===== src/rtl/hazard_controller.sv =====
// Pipeline hazard sequencer: load-use/branch stall-flush control, E-stage forwarding, memory-wait FSM.
// Optional performance counters are built when HAZARD_PERF_COUNTERS_EN is defined.
module hazard_controller #(
  parameter int unsigned MEM_TIMEOUT = 64
) (
  input  logic        clk,
  input  logic        rst,
  input  logic [4:0]  Rs1D,
  input  logic [4:0]  Rs2D,
  input  logic [4:0]  Rs1E,
  input  logic [4:0]  Rs2E,
  input  logic [4:0]  RdE,
  input  logic [4:0]  RdM,
  input  logic [4:0]  RdW,
  input  logic        ResultSrcE0,
  input  logic        RegWriteM,
  input  logic        RegWriteW,
  input  logic        PCSrcE,
  input  logic        MemReqM,
  input  logic        MemReadyM,
  output logic        StallF,
  output logic        StallD,
  output logic        StallE,
  output logic        StallM,
  output logic        FlushD,
  output logic        FlushE,
  output logic        FlushW,
  output logic [1:0]  ForwardAE,
  output logic [1:0]  ForwardBE,
  output logic        MemErr,
  output logic [31:0] StallCycles,
  output logic [31:0] FlushCount
);

  typedef enum logic {IDLE = 1'b0, MEM_WAIT = 1'b1} state_t;

  localparam logic [7:0] WAIT_LAST = 8'(MEM_TIMEOUT - 1);

  state_t     state_q, state_d;
  logic [7:0] wait_cnt_q, wait_cnt_d;
  logic       mem_err_q, mem_err_d;
  logic       mem_stall;
  logic       load_use;

  always_ff @(posedge clk) begin
    if (rst) begin
      state_q    <= IDLE;
      wait_cnt_q <= 8'd0;
      mem_err_q  <= 1'b0;
    end else begin
      state_q    <= state_d;
      wait_cnt_q <= wait_cnt_d;
      mem_err_q  <= mem_err_d;
    end
  end

  always_comb begin
    state_d    = state_q;
    wait_cnt_d = wait_cnt_q;
    mem_err_d  = mem_err_q;
    case (state_q)
      IDLE: begin
        wait_cnt_d = 8'd0;
        if (MemReqM && !MemReadyM) state_d = MEM_WAIT;
      end
      MEM_WAIT: begin
        if (MemReadyM) begin
          state_d    = IDLE;
          wait_cnt_d = 8'd0;
        end else if (wait_cnt_q == WAIT_LAST) begin
          // Abandon the access: release the pipeline and latch the error.
          state_d    = IDLE;
          wait_cnt_d = 8'd0;
          mem_err_d  = 1'b1;
        end else begin
          wait_cnt_d = wait_cnt_q + 8'd1;
        end
      end
      default: state_d = IDLE;
    endcase
  end

  assign load_use = ResultSrcE0 && (RdE != 5'd0) && ((RdE == Rs1D) || (RdE == Rs2D));

  always_comb begin
    mem_stall = 1'b0;
    StallF    = 1'b0;
    StallD    = 1'b0;
    StallE    = 1'b0;
    StallM    = 1'b0;
    FlushD    = 1'b0;
    FlushE    = 1'b0;
    FlushW    = 1'b0;
    if (!rst) begin
      case (state_q)
        IDLE:     mem_stall = MemReqM && !MemReadyM;
        MEM_WAIT: mem_stall = !MemReadyM && (wait_cnt_q != WAIT_LAST);
        default:  mem_stall = 1'b0;
      endcase
      if (mem_stall) begin
        StallF = 1'b1;
        StallD = 1'b1;
        StallE = 1'b1;
        StallM = 1'b1;
        FlushW = 1'b1;
      end else if (PCSrcE) begin
        FlushD = 1'b1;
        FlushE = 1'b1;
      end else if (load_use) begin
        StallF = 1'b1;
        StallD = 1'b1;
        FlushE = 1'b1;
      end
    end
  end

  logic [1:0][4:0] rs_e;
  assign rs_e = {Rs2E, Rs1E};

  for (genvar gi = 0; gi < 2; gi++) begin : g_fwd
    logic [1:0] sel;
    always_comb begin
      sel = 2'b00;
      if (!rst) begin
        if (RegWriteM && (RdM != 5'd0) && (RdM == rs_e[gi]))      sel = 2'b10;
        else if (RegWriteW && (RdW != 5'd0) && (RdW == rs_e[gi])) sel = 2'b01;
      end
    end
  end

  assign ForwardAE = g_fwd[0].sel;
  assign ForwardBE = g_fwd[1].sel;
  assign MemErr    = mem_err_q && !rst;

`ifdef HAZARD_PERF_COUNTERS_EN
  logic [31:0] stall_cycles_q, flush_count_q;

  always_ff @(posedge clk) begin
    if (rst) begin
      stall_cycles_q <= 32'd0;
      flush_count_q  <= 32'd0;
    end else begin
      if (StallF)           stall_cycles_q <= stall_cycles_q + 32'd1;
      if (FlushD || FlushE) flush_count_q  <= flush_count_q + 32'd1;
    end
  end

  assign StallCycles = stall_cycles_q;
  assign FlushCount  = flush_count_q;
`else
  assign StallCycles = 32'd0;
  assign FlushCount  = 32'd0;
`endif

endmodule


===== config.mk =====
export PLATFORM = sky130hd
export DESIGN_NAME = hazard_controller
export DESIGN_NICKNAME = d
export VERILOG_FILES = /design/src/rtl/hazard_controller.sv
export SDC_FILE = /design/constraint.sdc
export NUM_CORES = 1
export LEC_CHECK = 0
export CORE_MARGIN = 1
export CORE_UTILIZATION = 35
export DETAILED_ROUTE_END_ITERATION = 7
export MAX_ROUTING_LAYER = met4
export PLACE_DENSITY = 0.95
export SLEW_MARGIN = 20
export SYNTH_ARGS = -nofsm -noshare
export SYNTH_HDL_FRONTEND = slang
export SYNTH_SLANG_ARGS = --single-unit

===== constraint.sdc =====
create_clock -name clk -period 4.35 [get_ports clk]
set_input_delay 0.6525 -clock clk [delete_from_list [all_inputs] [get_ports clk]]
set_output_delay 0.6525 -clock clk [all_outputs]
set_load 0.005 [all_outputs]

==> out/results.ini <==
[drt]
post_drt_wl_per_cell_um = 10.3
wirelength_um = 2860
vias = 1143
drc = 0
ant_nets = 0
drt_iter0_drc = 38
vias_per_cell = 4.13
dr.pass1.iters = 4

[final_layout]
multi_input_area_um2 = 901
num-fill-cells = 388
syn_to_final_growth_pct = 26.8
fin_nets = 275
regArea_um2 = 200
antenna_cells = 0
post_route_cells_drive_above_1_share_pct = 3.49

[clock_tree]
clk_pin_slew_worst_paths_ns = 0.04
cts_inserted_buffers = 3
cts_root_buf = clkbuf_8
cts_setup_buffers = 0
worstSkewPairLatency_ns = 0.23
htree_levels = 1
cts-resized-gates = 0
clockBufferDepth = 2
cts_tree = yes
cts_hold_buf = 0
cts.sinks = 10

[global_routing]
track_usage_pct = 14.2
grt_pass1_vias = 1048
grt_max_degree = 10
grt_pass1_wl_um = 4490
antenna_found_initial = 0
grt_remaining_overflow = 0

[timing]
worst_slew_pin_slew_ns = 0.862
min_period_ns = 3.50
slew_headroom_pct = 41.1
setup_viol = 0
setup_ws_ns = 0.851
rsz0062_at_grt = no
setup_tns_ns = 0
slew_viol_final = 0
fin_hold_ws_ns = 0.467
fmax_mhz = 286
min_period_over_period_pct = 80.4
fin_worst_skew_ns = 0.00338
hold_viol_final = 0

[synthesis]
async_flop_share_pct = 0
ys_seq_area_share_pct = 14.5
synth_area_per_cell_um2 = 7.80
synth.area.top_cells = buf_4 36%, dfxtp_1 15%, xor2_1 14%, xnor2_1 8.9%, nor2_1 3.8%
yosysWarnings = 0
yosysUniqueCellTypes = 32
synth.largest_area_cell = buf_4
ys_ff_latch = 10
synth_edf_count = 0
synth_top_area_share_pct = 36.4
synthFlopType = dfxtp_1
synth_area_mm2 = 0.00138
synth_cells = 177

[floorplan]
core_mm2 = 0.00372
die_h_um = 64.8
die_w_um = 64.8
die_area_mm2 = 0.00420
std_cell_rows = 22
io_pins = 119
initial_core_util_pct = 37.1

[power]
p_int_uw = 212
power_switching_uw = 82.9
pwr-share-comb_pct = 36.8
leakage_uw = 0.000726
pwr-share-seq_pct = 31.7
p_total_uw = 295
p_per_area_mw_per_mm2 = 168
clkPwrFrac_pct = 31.5
swShare_pct = 28.1
max-vdd-ir-drop_v = 0.0000748

[setup_path]
r2r-start = wait_cnt_q[0]
r2r_slack_ns = 2.65
worst_setup_path_start_kind = input port
crit_path_end_kind = output pin
crit_top_cell = clkdlybuf4s50_1
critical_path_peak_fanout = 4
slowest_delay_ns = 0.58
r2r-end = wait_cnt_q[5]
worstSetupPathType = in -> out
crit_chain = clkdlybuf4s50_1, or4_1, o21ai_2, nor3_2, nor4_2, clkdlybuf4s50_1
critPathSlowestCell = or4_1
crit_arrival_ns = 2.85
worst-endpoint-required_ns = 3.70
rr_worst_depth = 5

[hold_path]
hp-start = wait_cnt_q[0]
min_to = wait_cnt_q[0]
hold_path.class = reg -> reg
holdPathStages = 1

[placed_design]
io_buffer_count = 54
gp_congestion = 0.787
pre_cts_ws_ns = 0.876
hpwl_um = 2470

[run_status]
outcome = completed

[run]
maxCapViolations = 0

==> flip-flops by register name (all words and copies together), names as in the netlist <==
name        flops
state_q         1
mem_err_q       1
wait_cnt_q      8
==> cell families (layout without fill, tap and decap cells) <==
group | Yosys count | in the layout | share of synthesized area (%)
simple gates | 48 | 48 | 18.2
flops | 10 | 10 | 14.5
compound gates | 11 | 11 | 5.89
fa+ha+maj | 1 | 1 | 0.906
buf+inv | 70 | 59 | 37.4
xor+xnor | 36 | 36 | 22.8
other cells | 1 | 64 | 0.272
==> cell type report <==
class / instances / area share [%]
multi-input combinational: 160 / 51.5
timing repair buffer: 54 / 30.9
tap: 48 / 3.43
sequential: 10 / 11.4
clock buffer: 3 / 2.36
inverter: 2 / 0.429
==> Yosys cell counts (2+ instances only) <==
cell type,number
nand3_1,6
xnor2_1,14
buf_4,67
inv_1,2
or4_1,4
xor2_1,22
nor2b_1,3
nor2_1,14
dfxtp_1,10
a2111oi_0,2
nor3_1,5
nand2_1,6
nor4_1,3
==> per-layer routing <==
metal	vias to the layer above	wire, um	GRT usage [%]
met2	69	1610	29.3
met4	0	60	6.67
met3	6	188	1.41
met5	-	0	-
li1	558	-	-
met1	510	998	12.4
==> worst max path at each step <==
stage	start	endpoint	slack, ns	cells after the start
finish	RdM[1]	ForwardBE[0]	0.85	6
global route	rst	StallF	0.72	4
CTS	RdM[1]	ForwardBE[0]	0.86	6
detailed placement	RdM[1]	ForwardBE[0]	0.88	6
global placement	rst	ForwardBE[0]	0.91	6
floorplan	wait_cnt_q[0]	StallF	1.76	6
==> critical path, delay by kind of cell <==
family / cells / cell delay, ns
compound gates: 1 / 0.23
buf+inv: 2 / 1.03
simple gates: 3 / 0.93
==> placed cells by master (no fill, tap or decap) <==
cell,count
and2_1,1
and3_1,1
o21ai_2,1
nor4_2,1
o21bai_1,1
a22oi_1,1
nand2_1,6
nor3_1,5
a31o_2,1
o31ai_1,1
xnor2_1,14
ha_1,1
or3_1,1
a21oi_1,1
o21ai_1,1
nor2b_1,3
nand3_1,6
clkbuf_8,3
clkdlybuf4s50_1,54
or2_2,1
or4_1,4
o41ai_1,1
conb_1,64
nor3_2,1
a2111oi_0,2
xor2_1,22
nand4_1,1
nor4_1,3
o21ai_0,1
inv_1,2
nor2_1,14
dfxtp_1,10
==> power groups by stage <==
stage	combinational (uW)	clock [uW]	sequential [uW]
floorplan	89.5	0	94.9
CTS	108	92.9	93.4
finish	108	93.0	93.5
global placement	105	0	95.0
global route	120	101	93.4
detailed placement	107	0	95.0
==> metrics by stage <==
step	area, um2	cells	utilization, %
final	1750	277	47.1
after global routing	1750	277	47.1
after CTS	1750	277	47.1
after detailed placement	1710	274	46.0
after global placement	1710	274	46.0
after floorplan	1620	240	-
(Power assumes the default switching activity.)
